[config.mk]
export PLATFORM = sky130hd
export DESIGN_NAME = gray_step_decoder_flat
export DESIGN_NICKNAME = d
export VERILOG_FILES = /design/src/rtl/gray_step_decoder_if.sv /design/src/rtl/gray_step_decoder.sv /design/src/flat_wrapper.sv
export SDC_FILE = /design/constraint.sdc
export NUM_CORES = 1
export LEC_CHECK = 0
export CORE_AREA = 4 4 42 59
export DETAILED_ROUTE_END_ITERATION = 10
export DIE_AREA = 0 0 46 63
export PLACE_DENSITY_LB_ADDON = 0.1
export SLEW_MARGIN = 20
export SYNTH_ARGS = -nofsm -noshare
export SYNTH_HDL_FRONTEND = slang
export SYNTH_SLANG_ARGS = --single-unit
[constraint.sdc]
create_clock -name clk -period 4.46 [get_ports clk]
set_clock_uncertainty 0.15 [all_clocks]
set_input_delay 0.669 -clock clk [delete_from_list [all_inputs] [get_ports clk]]
set_output_delay 0.669 -clock clk [all_outputs]
set_load 0.03 [all_outputs]
[src/rtl/gray_step_decoder_if.sv]
// Bus between a 2-bit Gray code source and gray_step_decoder.
// master = code source / consumer of position; slave = the decoder.
interface gray_step_decoder_if #(
    parameter int CNT_W = 8,
    parameter int ERR_W = 4
);
    logic             in_valid;
    logic [1:0]       code;
    logic             locked;
    logic [CNT_W-1:0] pos;
    logic             dir;
    logic             step;
    logic             err;
    logic [ERR_W-1:0] err_cnt;

    modport master (
        output in_valid, code,
        input  locked, pos, dir, step, err, err_cnt
    );

    modport slave (
        input  in_valid, code,
        output locked, pos, dir, step, err, err_cnt
    );
endinterface

[src/rtl/gray_step_decoder.sv]
// Classifies 2-bit Gray step transitions into forward/reverse/illegal and tracks position.
// Optional macro GRAY_STEP_DECODER_SYNC_EN adds a two-stage input synchroniser (latency 3).
module gray_step_decoder #(
    parameter int CNT_W = 8,
    parameter int ERR_W = 4
) (
    input  logic               clk,
    input  logic               rst,
    gray_step_decoder_if.slave bus
);

    typedef enum logic {
        UNLOCKED,
        TRACK
    } state_t;

    state_t           state_q, state_d;
    logic [1:0]       ref_q, ref_d;
    logic [CNT_W-1:0] pos_q, pos_d;
    logic             dir_q, dir_d;
    logic             step_q, step_d;
    logic             err_q, err_d;
    logic [ERR_W-1:0] err_cnt_q, err_cnt_d;

    logic             s_valid;
    logic [1:0]       s_code;

`ifdef GRAY_STEP_DECODER_SYNC_EN
    logic [1:0] valid_sync;
    logic [1:0] code_s1, code_s2;

    always_ff @(posedge clk) begin
        if (rst) begin
            valid_sync <= 2'b00;
            code_s1    <= 2'b00;
            code_s2    <= 2'b00;
        end else begin
            valid_sync <= {valid_sync[0], bus.in_valid};
            code_s1    <= bus.code;
            code_s2    <= code_s1;
        end
    end

    assign s_valid = valid_sync[1];
    assign s_code  = code_s2;
`else
    assign s_valid = bus.in_valid;
    assign s_code  = bus.code;
`endif

    // Successor of a code in the forward sequence 00->01->11->10->00.
    function automatic logic [1:0] gray_next(input logic [1:0] c);
        case (c)
            2'b00:   return 2'b01;
            2'b01:   return 2'b11;
            2'b11:   return 2'b10;
            default: return 2'b00;
        endcase
    endfunction

    // NOTE: every variable gets its default before any branch, so no path leaves one unassigned and no latch is inferred.
    always_comb begin
        state_d   = state_q;
        ref_d     = ref_q;
        pos_d     = pos_q;
        dir_d     = dir_q;
        step_d    = 1'b0;
        err_d     = 1'b0;
        err_cnt_d = err_cnt_q;

        if (s_valid) begin
            unique case (state_q)
                UNLOCKED: begin
                    ref_d   = s_code;
                    state_d = TRACK;
                end
                TRACK: begin
                    if (s_code == gray_next(ref_q)) begin
                        pos_d  = pos_q + CNT_W'(1);
                        dir_d  = 1'b1;
                        step_d = 1'b1;
                        ref_d  = s_code;
                    end else if (gray_next(s_code) == ref_q) begin
                        pos_d  = pos_q - CNT_W'(1);
                        dir_d  = 1'b0;
                        step_d = 1'b1;
                        ref_d  = s_code;
                    end else if (s_code == ~ref_q) begin
                        // Illegal jump: resynchronise to the new code, keep position.
                        err_d = 1'b1;
                        ref_d = s_code;
                        if (err_cnt_q != '1)
                            err_cnt_d = err_cnt_q + ERR_W'(1);
                    end
                end
                default: state_d = UNLOCKED;
            endcase
        end
    end

    // NOTE: sequential state uses non-blocking assignments so all flops update together at the edge.
    always_ff @(posedge clk) begin
        if (rst) begin
            state_q   <= UNLOCKED;
            ref_q     <= 2'b00;
            pos_q     <= '0;
            dir_q     <= 1'b0;
            step_q    <= 1'b0;
            err_q     <= 1'b0;
            err_cnt_q <= '0;
        end else begin
            state_q   <= state_d;
            ref_q     <= ref_d;
            pos_q     <= pos_d;
            dir_q     <= dir_d;
            step_q    <= step_d;
            err_q     <= err_d;
            err_cnt_q <= err_cnt_d;
        end
    end

    assign bus.locked  = (state_q == TRACK);
    assign bus.pos     = pos_q;
    assign bus.dir     = dir_q;
    assign bus.step    = step_q;
    assign bus.err     = err_q;
    assign bus.err_cnt = err_cnt_q;

endmodule

[src/flat_wrapper.sv]
// flat-port wrapper written by rule: the top's interface ports become plain ports
module gray_step_decoder_flat 
#(
    parameter int CNT_W = 8,
    parameter int ERR_W = 4
)
  (clk, rst, bus_in_valid, bus_code, bus_locked, bus_pos, bus_dir, bus_step, bus_err, bus_err_cnt);
  gray_step_decoder_if #(.CNT_W(CNT_W), .ERR_W(ERR_W)) bus_i ();
  input  logic clk;
  input  logic rst;
  input wire logic [$bits(bus_i.in_valid)-1:0] bus_in_valid;
  input wire logic [$bits(bus_i.code)-1:0] bus_code;
  output wire logic [$bits(bus_i.locked)-1:0] bus_locked;
  output wire logic [$bits(bus_i.pos)-1:0] bus_pos;
  output wire logic [$bits(bus_i.dir)-1:0] bus_dir;
  output wire logic [$bits(bus_i.step)-1:0] bus_step;
  output wire logic [$bits(bus_i.err)-1:0] bus_err;
  output wire logic [$bits(bus_i.err_cnt)-1:0] bus_err_cnt;
  assign bus_i.in_valid = bus_in_valid;
  assign bus_i.code = bus_code;
  assign bus_locked = bus_i.locked;
  assign bus_pos = bus_i.pos;
  assign bus_dir = bus_i.dir;
  assign bus_step = bus_i.step;
  assign bus_err = bus_i.err;
  assign bus_err_cnt = bus_i.err_cnt;
  gray_step_decoder #(.CNT_W(CNT_W), .ERR_W(ERR_W)) u_core (.clk(clk), .rst(rst), .bus(bus_i));
endmodule
After elaboration in Yosys (flattened, before gate mapping)
Cells that the tools add are included.

Register bits: 18. Output and inout port bits: 16. Logic and storage cells: 50.

Add/sub/neg operators: 3. Equal/unequal tests: 9. Multiplexer cells: 18. Bitwise gates (word level): 5. Reduce and logical (&&, ||, !) cells: 8.

Operators with widths (number): 2-bit two-way mux (8); 8-bit two-way mux (2); 2-bit case mux with 3 select lines (2); 8-bit by 1-bit adder with 8-bit output, second input constant (1); 4-bit inequality test, second input constant (2); 8-bit by 1-bit subtractor with 8-bit output, second input constant (1); 2-bit equality test (3); 6-bit AND reduction (1); 1-bit two-way mux (5); 5-bit OR reduction (1); 4-bit by 1-bit adder with 4-bit output, second input constant (1); 2-bit by 1-bit equality test with 1-bit output, second input constant (2); 2-bit equality test, second input constant (2); 2-bit zero test (2); 1-bit inverter (4); 2-bit case mux with 2 select lines (1); 3-bit AND reduction (1); 3-bit OR reduction (1); 2-bit inverter (1); 2-bit AND reduction (1); 2-bit nonzero test (1).

Longest topological paths before layout
Depth in word-level cells: 12. Depth in mapped cells: 9. Depth with buffers taken out: 9.

Worst setup path after synthesis
Ideal clock, no wire load.

Path type: input-to-reg. Start point: input bus_code[1]. End point: register u_core.pos_q[7] (netlist: u_core.bus.pos[7]). Data arrival time: 2.503 ns. Data required time: 4.189 ns. Path slack: 1.686 ns. Stages: 8. Buffers on the path: 0. Path through: xnor2_1 > nand2_1 > ha_1 > a21oi_1 > nand2_1 > a21oi_1 > mux2i_1 > mux2_2.

Longest elaborated chain between the ends: 8.

Ends and longest elaborated chain: start: declaration (line flat_wrapper.sv:12) `input wire logic [$bits(bus_i.code)-1:0] bus_code;`; 2-bit equality test (tied with other cells) (line gray_step_decoder.sv:53) `case (c)`; 2-bit case mux with 3 select lines (line gray_step_decoder.sv:53); 2-bit two-way mux (line gray_step_decoder.sv:78) `if (s_code == gray_next(ref_q)) begin`; 2-bit two-way mux (line gray_step_decoder.sv:72) `unique case (state_q)`; 2-bit two-way mux (line gray_step_decoder.sv:71) `if (s_valid) begin`; 2-bit equality test (line gray_step_decoder.sv:83) `end else if (gray_next(s_code) == ref_q) begin`; 2-bit nonzero test (no source line); 3-bit AND reduction (no source line); end signal: assignment (line gray_step_decoder.sv:114) `pos_q <= pos_d;`; end: declaration (line gray_step_decoder.sv:19) `logic [CNT_W-1:0] pos_q, pos_d;`.

Parallel ways exist; a longest one is shown, timed or not. The select of a mux whose other input is x is not followed. A chain may end at the register's enable or synchronous reset.

Final worst setup path
Ends and elaborated chain as after synthesis.

==> results_dict.tcl <==
set metrics [dict create \
    synth_top_family_by_area "simple AND/OR/NAND/NOR gates" \
    worstPathMaxFanout 8 \
    postCtsHoldBufs 0 \
    timing.rr.start "u_core.ref_q[0]" \
    drt-initial-drc-count 17 \
    final_nets 148 \
    ys.warnings.count 0 \
    required_ps 4510 \
    cts-root-buf "clkbuf_4" \
    period_needed_ps 3193 \
    ctsHtreeMaxLevel 1 \
    finalHoldViolCount 0 \
    area_growth_syn_to_layout_pct 24.81 \
    hold_class "flop to flop" \
    drcViolationCount 0 \
    critPathTopFamily "multiplexers" \
    std_cell_rows 19 \
    place_hpwl_um 1522 \
    async_flop_share_pct 0 \
    setup_tns_ps 0 \
    synthSimpleGateAreaFrac_pct 19.55 \
    cp-start-kind "input port" \
    cts-resized-gates 0 \
    slowest_stage "clkdlybuf4s50_1" \
    critPathBufInv 1 \
    min_from "u_core.bus.dir" \
    grt_max_degree 22 \
    worstReg2RegEnd "u_core.bus.pos[7]" \
    gp_congestion 0.8387 \
    hold_depth 2 \
    ys_seq_elements 18 \
    drv_slew 0 \
    synthXorXnorAreaFrac_pct 10.40 \
    via_per_inst 5.523 \
    fin_area_um2 1246 \
    synth_edf_count 0 \
    synth_cell_type_count 32 \
    ir_drop_v 0.0001714 \
    cp-end-kind "flop" \
    antenna_left 0 \
    io_buffers 20 \
    synth_fa_ha_area_share_pct 10.78 \
    dieArea_um2 2898 \
    synthMuxAreaShare_pct 8.145 \
    cts_tree "yes" \
    r2r_cells 8 \
    tightest_slew_ps 751.9 \
    setup_viol 0 \
    status "completed" \
    insertion_delay_ps 300 \
    gr-total-overflow 0 \
    post_synth_most_frequent_cells "nor2_1 (19), dfxtp_1 (18), a21oi_1 (8)" \
    grt_pass1_vias 897 \
    max_freq_mhz 313.2 \
    dr.pass1.iters 4 \
    netlist_top_cells_area "dfxtp_1 (36%), ha_1 (8.8%), nor2_1 (7.1%)" \
    dp_cells 151 \
    synth_cells 112 \
    fillers 181 \
    leakage_nw 0.5018 \
    grt_first_pass_wirelength_um 3691 \
    ioPinCount 21 \
    synth_sequential_area_ratio_pct 36.09 \
    core-area_um2 1949 \
    reg2reg_slack_ps 1790 \
    synth.most_common_cell "nor2_1" \
    slowest_delay_ps 470 \
    wl_per_cell_um 13.15 \
    path_clk_slew_ps 100 \
    ys.flop_type "dfxtp_1" \
    stdcell_count 155 \
    clock_sinks 18 \
    critical_path.cell_chain "clkdlybuf4s50_1, xnor2_1, nand2_1, ha_1, a21oi_1, nand2_1, a21oi_1, mux2i_1, mux2_2" \
    vias 856 \
    synth_top_area_share_pct 36.09 \
    diodes 0 \
    antenna_found_initial 0 \
    cts_max_path_buffers 2 \
    post_cts_buffers 0 \
    whs_endpoint "u_core.bus.dir" \
    start_util_pct 51.22 \
    placed_cell_area_um2 1210 \
    maxCapViolations 0 \
    grtUsageTotal_pct 16.58 \
    worst_slack_ps 1267 \
    die_y_um 63 \
    cts_buffers 3 \
    fp.dieW_um 46 \
    netlist_area_um2 998.5 \
    synth_area_leader_cell "dfxtp_1" \
    arrival_ps 3240 \
    path_class "input port to flop" \
    avgSynthCellArea_um2 8.915 \
    synth-compound-area-share_pct 12.03 \
    relSlewSlack_pct 49.72 \
    rsz0062_at_grt "false" \
    wl_um 2038 \
    syn_nets 125 \
    period_share_pct 71.59 \
    power_density_nw_per_um2 318.2 \
    drive_gt1_share_pct 5.970 \
    post-place-ws_ps 941.8 \
]
-- cell families after synthesis --
logic type	Yosys count
simple gates	41
compound gates	20
flops	18
xor+xnor	11
mux	8
fa+ha+maj	8
buf+inv	6
-- sequential cells by signal, summed over array words and instances (netlist names) --
| signal | cells |
|---|---|
| u_core.ref_q | 2 |
| u_core.bus.err | 1 |
| u_core.bus.dir | 1 |
| u_core.bus.err_cnt | 4 |
| u_core.bus.step | 1 |
| u_core.bus.pos | 8 |
| u_core.bus.locked | 1 |
-- layout by cell type (no fill, tap or decap), types with 3 or more instances in the layout --
master | netlist | final
xor2_1 | 5 | 5
a21oi_1 | 8 | 8
inv_1 | 4 | 4
ha_1 | 7 | 7
nor2_1 | 19 | 19
nand2_1 | 5 | 5
clkdlybuf4s50_1 | 0 | 20
nand3_1 | 4 | 4
dfxtp_1 | 18 | 18
mux2i_1 | 7 | 7
o21ai_0 | 5 | 5
clkbuf_4 | 0 | 3
nor2b_1 | 3 | 3
xnor2_1 | 5 | 5
-- metrics by stage --
stage	utilization [%]	total power [mW]	hold WS, ps
2_1_floorplan	-	0.2650	374.3
3_5_place_dp	62.07	0.2978	339.5
3_3_place_gp	62.07	0.2951	332.2
4_1_cts	63.93	0.4001	356.1
6_report	63.93	0.3966	348.3
5_1_grt	63.93	0.4236	411.3
-- report_power, final --
group | internal, mW | total [mW] | switching, mW
registers | 0.169 | 0.177 | 0.00760
logic | 0.0516 | 0.118 | 0.0663
clock network | 0.0498 | 0.102 | 0.0520
-- worst register-to-register path, cell delays in order, from the launching register on --
cell	delay [ps]
dfxtp_1	350
xnor2_1	330
nand2_1	290
ha_1	410
a21oi_1	210
nand2_1	110
a21oi_1	160
mux2i_1	210
mux2_2	350
-- worst max path at each step --
| stage | endpoint | start | cells past startpoint | slack, ps |
|---|---|---|---|---|
| finish | u_core.bus.pos[7] | bus_code[1] | 9 | 1270 |
| global route | u_core.bus.pos[7] | bus_code[1] | 9 | 1040 |
| CTS | u_core.bus.pos[7] | bus_code[1] | 9 | 1280 |
| detailed placement | u_core.bus.pos[7] | bus_code[1] | 9 | 940 |
| global placement | u_core.bus.pos[7] | bus_code[1] | 9 | 1050 |
| floorplan | u_core.bus.pos[7] | bus_code[1] | 8 | 1690 |
-- metal layers --
layer,wire length (um),GRT usage (%),part of all wire [%],vias up
met5,0,0,0,-
met4,38,8.897,1.9,0
met3,110,3.458,5.4,4
met2,1043,27.41,51,22
met1,846,18.64,42,399
li1,-,-,-,431
-- final cells by class --
cell class                      instances  area (um^2)  share of cell area [%]
Tap cell                               21        26.28                   2.108
Inverter                                4        15.01                   1.205
Timing Repair Buffer                   20        200.2                   16.06
Clock buffer                            4        36.28                   2.912
Sequential cell                        18        360.3                   28.92
Multi-Input combinational cell         88        608.1                   48.79
Note: power is estimated with default switching activity, not from simulation.
==> RTL change 1: new RTL, same settings <==
`ERR_W` is set to 4 in 3 places; all go to 5.
--- a/src/rtl/gray_step_decoder_if.sv
+++ b/src/rtl/gray_step_decoder_if.sv
@@ -2,7 +2,7 @@
 // master = code source / consumer of position; slave = the decoder.
 interface gray_step_decoder_if #(
     parameter int CNT_W = 8,
-    parameter int ERR_W = 4
+    parameter int ERR_W = 5
 );
     logic             in_valid;
     logic [1:0]       code;
--- a/src/rtl/gray_step_decoder.sv
+++ b/src/rtl/gray_step_decoder.sv
@@ -2,7 +2,7 @@
 // Optional macro GRAY_STEP_DECODER_SYNC_EN adds a two-stage input synchroniser (latency 3).
 module gray_step_decoder #(
     parameter int CNT_W = 8,
-    parameter int ERR_W = 4
+    parameter int ERR_W = 5
 ) (
     input  logic               clk,
     input  logic               rst,
--- a/src/flat_wrapper.sv
+++ b/src/flat_wrapper.sv
@@ -2,7 +2,7 @@
 module gray_step_decoder_flat 
 #(
     parameter int CNT_W = 8,
-    parameter int ERR_W = 4
+    parameter int ERR_W = 5
 )
   (clk, rst, bus_in_valid, bus_code, bus_locked, bus_pos, bus_dir, bus_step, bus_err, bus_err_cnt);
   gray_step_decoder_if #(.CNT_W(CNT_W), .ERR_W(ERR_W)) bus_i ();
Ports: changed (resized bus_err_cnt); port bits go from 21 to 22. No check against the original RTL was run, so the function may have changed too.
==> RTL change 1 against the unedited design <==
  * Critical path type unchanged
  * Design area increased by 5.1%
  * Sequential cell count increased by 1
  * Die area is the same
  * Worst setup slack worse by 0.080 ns
  * Wire length fell by 5.2%
  * Count of clock-buffer cells in the layout unchanged
  * Hold slack better by 0.013 ns
  * Total power down 4.8%
  * Sequential power is 4% higher
  * Area after synthesis grew 5.6%
==> RTL change 1: results <==
metrics = {
    "place": {
        "dpl_cell_area_um2": 1280,
        "finalWeightedCongestion": 0.826,
        "io_buffer_count": 21,
        "place.detailed.hpwl_um": 1520,
    },
    "drt": {
        "top_layer": "met4",
        "dr_wl_met3_um": 50,
        "routedLengthMet1_um": 819,
        "dr.pass1.iters": 2,
        "met2_wirelength_from_detailed_routing_um": 1010,
        "drt-total-wl_um": 1930,
        "avgViaCountPerCell": 5.48,
        "drt_iter0_drc": 3,
    },
    "yosys": {
        "yosysUniqueCellTypes": 29,
        "synth-async-reset-ratio_pct": 0,
        "synth_nets": 126,
        "netlist_top_cells_count": "sky130_fd_sc_hd__dfxtp_1 (19), sky130_fd_sc_hd__nor2_1 (16), sky130_fd_sc_hd__ha_1 (10)",
        "synthTopCellsByArea": "sky130_fd_sc_hd__dfxtp_1 (36%), sky130_fd_sc_hd__ha_1 (12%), sky130_fd_sc_hd__xnor2_1 (7.5%)",
        "synthFlopType": "sky130_fd_sc_hd__dfxtp_1",
        "ys_seq_area_share_pct": 36.1,
        "synth.yosys.warnings": 0,
    },
    "layout": {
        "finish.net_count": 150,
        "antennaDiodeCount": 0,
        "filler_cell_count": 166,
        "post_route_cells_drive_above_1_share_pct": 5.26,
        "fin_util_pct": 67.2,
        "largest_register_ff_count": 8,
    },
    "critical_path": {
        "worst_r2r_path_depth": 8,
        "data_arrival_at_the_endpoint_of_the_critical_path_ns": 3.31,
        "critical_path_peak_fanout": 10,
        "reg2reg_slack_ns": 1.70,
        "rr_startpoint": "u_core.ref_q[1]",
        "worst_r2r_endpoint": "u_core.bus.pos[7]",
    },
    "hold_path": {
        "type_of_the_tightest_min_delay_check": "reg2reg",
        "hold_path_startpoint": "u_core.bus.locked",
        "holdPathStages": 2,
        "hold_end": "u_core.bus.locked",
    },
    "grt": {
        "groute.usage.overall_pct": 15.7,
        "grt_antenna_before_repair": 0,
        "groute.layer.met1.usage_pct": 17.6,
        "grt_use_met2_pct": 26.7,
        "grt_first_pass_wirelength_um": 3510,
        "grt_max_degree": 21,
        "grt_use_met3_pct": 1.73,
        "grt_pass1_vias": 890,
    },
    "power_and_ir_drop": {
        "worst_ir_drop_vdd_uv": 228,
        "leakage_power_nw": 0.560,
    },
    "outcome": {
        "result_of_the_run": "complete, no violations",
    },
    "clock_network": {
        "clkLatencyLatePin_ns": 0.29,
        "clk_pin_slew_ns": 0.10,
        "cts-buffers-inserted": 3,
        "post-cts-setup-buffers": 0,
        "ctsLongestPathBuffers": 2,
        "ctsRootBufferMaster": "sky130_fd_sc_hd__clkbuf_4",
        "cts_htree_levels": 1,
        "cts_repair_resize_count": 0,
    },
    "timing": {
        "final_hold_viol_count": 0,
        "tightestPinTransition_ns": 0.720,
    },
}
-- RTL change 1: cell count changes after synthesis, moves of 2 or more --
cell                      change
sky130_fd_sc_hd__nor3_1       -2
sky130_fd_sc_hd__a21oi_1      -4
sky130_fd_sc_hd__nor2b_1      -2
sky130_fd_sc_hd__nand3_1      -3
sky130_fd_sc_hd__o21ai_0      -2
sky130_fd_sc_hd__o21a_1       -2
sky130_fd_sc_hd__ha_1         +3
sky130_fd_sc_hd__xnor2_1      +4
sky130_fd_sc_hd__a21o_1       +5
sky130_fd_sc_hd__nor2_1       -3
sky130_fd_sc_hd__a31oi_1      +2
-- RTL change 1: area by class of cell --
type / instances / area share (%)
Sequential cell: 19 / 29.0
Multi-Input combinational cell: 86 / 50.0
Clock buffer: 4 / 2.01
Tap cell: 21 / 2.01
Timing Repair Buffer: 21 / 16.0
Inverter: 3 / 0.860
-- RTL change 1: kinds of logic (layout without fill, tap and decap cells) --
group	count (synthesis)	count (layout)	synth area share, %
AND/OR/NAND/NOR	34	34	16.7
flip-flops	19	19	36.1
AO/OA/AOI/OAI	18	18	11.2
XOR/XNOR	15	15	12.5
adder cells (fa/ha/maj)	11	11	13.8
multiplexers	8	8	8.07
buffers and inverters	5	28	1.78
-- RTL change 1: where the power goes --
group	switching [mW]	total [mW]	internal [mW]	leakage [nW]
combinational	0.0589	0.108	0.0491	0.390
sequential	0.00702	0.184	0.177	0.154
clock	0.0504	0.0852	0.0348	0.0150
total	0.116	0.377	0.261	0.560
-- RTL change 1: how the worst max path moves through the flow --
stage / depth (start not counted) / to / startpoint
floorplan: 8 / u_core.bus.pos[7] / bus_code[1]
global placement: 9 / u_core.bus.pos[7] / bus_code[0]
detailed placement: 9 / u_core.bus.pos[7] / bus_code[0]
CTS: 9 / u_core.bus.pos[7] / bus_code[0]
global route: 9 / u_core.bus.pos[7] / bus_code[0]
finish: 9 / u_core.bus.pos[7] / bus_code[0]
-- RTL change 1: through the flow --
stage	setup slack [ns]	hold slack (ns)	std cells
2_1_floorplan	1.60	0.397	110
6_report	1.19	0.361	154
3_5_place_dp	0.863	0.343	150
3_3_place_gp	0.919	0.344	150
5_1_grt	1.02	0.408	154
4_1_cts	1.19	0.367	154
-- RTL change 1: critical path, stage by stage --
cell and delay, ns:
sky130_fd_sc_hd__clkdlybuf4s50_1 0.56, sky130_fd_sc_hd__xor2_1 0.20, sky130_fd_sc_hd__nand2_1 0.26, sky130_fd_sc_hd__ha_1 0.44
sky130_fd_sc_hd__a21o_1 0.19, sky130_fd_sc_hd__a31o_2 0.24, sky130_fd_sc_hd__or3_1 0.30, sky130_fd_sc_hd__a21o_1 0.17
sky130_fd_sc_hd__mux2_4 0.29
==> RTL change 2: new RTL, same flow settings <==
Without the edit above. The option `GRAY_STEP_DECODER_SYNC_EN` is turned on by a define.
--- a/src/rtl/gray_step_decoder.sv
+++ b/src/rtl/gray_step_decoder.sv
@@ -1,5 +1,7 @@
 // Classifies 2-bit Gray step transitions into forward/reverse/illegal and tracks position.
 // Optional macro GRAY_STEP_DECODER_SYNC_EN adds a two-stage input synchroniser (latency 3).
+`define GRAY_STEP_DECODER_SYNC_EN
+
 module gray_step_decoder #(
     parameter int CNT_W = 8,
     parameter int ERR_W = 4
Function: changed (a bounded check fails within 4 cycles, from zero or initial values and one cycle with rst high).
==> RTL change 2 against the unedited design <==
  * Utilization is 6.1 points higher
  * Area after synthesis increased by 14%
  * Global-route usage grew 0.50 points
  * Largest cell class unchanged
  * Sequential cell count rose by 6
  * Wire length grew 0.39%
  * Worst setup slack gained 0.70 ns
  * Design area grew 9.5%
Power is not compared: it rests on default switching activity, and its combinational part moved more than twofold at a synthesized area within 25%.
==> RTL change 2: results <==
metrics = {
    "timing": {
        "timing.max_slew.rel_slack_pct": 39.5,
    },
    "drt": {
        "met2_wirelength_from_detailed_routing_um": 1080,
        "avgViaCountPerCell": 5.61,
        "dr_wl_met3_um": 66,
        "routedLengthMet1_um": 838,
        "drt_iter0_drc": 20,
        "detail_route.wl_per_cell_um": 12.5,
    },
    "grt": {
        "groute.layer.met1.usage_pct": 18.0,
        "grt_pass1_vias": 923,
        "groute.usage.overall_pct": 17.1,
    },
    "hold_path": {
        "holdPathStages": 1,
        "hold_path_startpoint": "u_core.code_s1[1]",
        "hold_end": "u_core.code_s2[1]",
    },
    "yosys": {
        "netlist_top_cells_count": "sky130_fd_sc_hd__dfxtp_1 (24), sky130_fd_sc_hd__nor2_1 (14), sky130_fd_sc_hd__nand2_1 (11)",
        "ys_seq_area_share_pct": 42.2,
    },
    "layout": {
        "clk_share_pct": 1.65,
        "proportion_of_cell_area_occupied_by_multi_input_gates_pct": 45.5,
        "multi_input_gates": 92,
        "bufAreaShareNonClock_pct": 14.7,
        "fin_area_um2": 1370,
        "post_route_cells_drive_above_1_share_pct": 4.20,
        "filler_cell_count": 160,
        "sequential_cell_area_um2": 480,
        "finish.net_count": 158,
    },
    "clock_network": {
        "clock_sink_count": 24,
        "cts_htree_levels": 1,
    },
    "critical_path": {
        "worst_path_largest_cell_delay_ns": 0.40,
        "rr_startpoint": "u_core.code_s2[0]",
        "reg2reg_slack_ns": 1.96,
        "master_of_the_slowest_instance_on_the_critical_path": "sky130_fd_sc_hd__dfxtp_1",
        "critical_path_peak_fanout": 7,
    },
    "place": {
        "finalWeightedCongestion": 0.828,
        "place.detailed.hpwl_um": 1570,
        "dpl_cell_area_um2": 1340,
    },
    "floorplan": {
        "n_tap_cell": 21,
    },
    "outcome": {
        "result_of_the_run": "complete, no violations",
    },
}
## RTL change 2: cell types whose count changed after synthesis, moves of 2 or more
| cell | before | now |
|---|---|---|
| sky130_fd_sc_hd__dfxtp_1 | 18 | 24 |
| sky130_fd_sc_hd__nand2_1 | 5 | 11 |
| sky130_fd_sc_hd__nor2_1 | 19 | 14 |
| sky130_fd_sc_hd__nor2b_1 | 3 | 8 |
| sky130_fd_sc_hd__mux2i_1 | 7 | 4 |
| sky130_fd_sc_hd__a21oi_1 | 8 | 10 |
| sky130_fd_sc_hd__clkbuf_1 | 1 | 3 |
| sky130_fd_sc_hd__nor3_1 | 2 | 0 |
| sky130_fd_sc_hd__o21ai_0 | 5 | 3 |
## RTL change 2: logic make-up (layout without fill, tap and decap cells)
logic type,count (synthesis),in the layout,share of synthesized area (%)
compound gates,25,25,14.3
xor+xnor,9,9,6.92
fa+ha+maj,8,8,9.45
buf+inv,8,27,3.30
flops,24,24,42.2
mux,5,5,4.51
simple gates,45,45,19.3
## RTL change 2: worst max path at each step
stage                      startpoint                end  slack (ns)  cells past startpoint
global route          u_core.ref_q[1]  u_core.bus.pos[7]        1.77                      8
global placement      u_core.ref_q[1]  u_core.bus.pos[7]        2.06                      8
CTS                   u_core.ref_q[1]  u_core.bus.pos[7]        1.97                      8
finish              u_core.code_s2[0]  u_core.bus.pos[7]        1.96                      8
floorplan             u_core.ref_q[1]  u_core.bus.pos[7]        2.15                      8
detailed placement    u_core.ref_q[1]  u_core.bus.pos[7]        1.99                      8
## RTL change 2: through the flow
step	hold slack [ns]	instances
floorplan	0.264	124
global placement	0.267	161
detailed placement	0.285	161
CTS	0.312	164
global route	0.316	164
finish	0.307	164
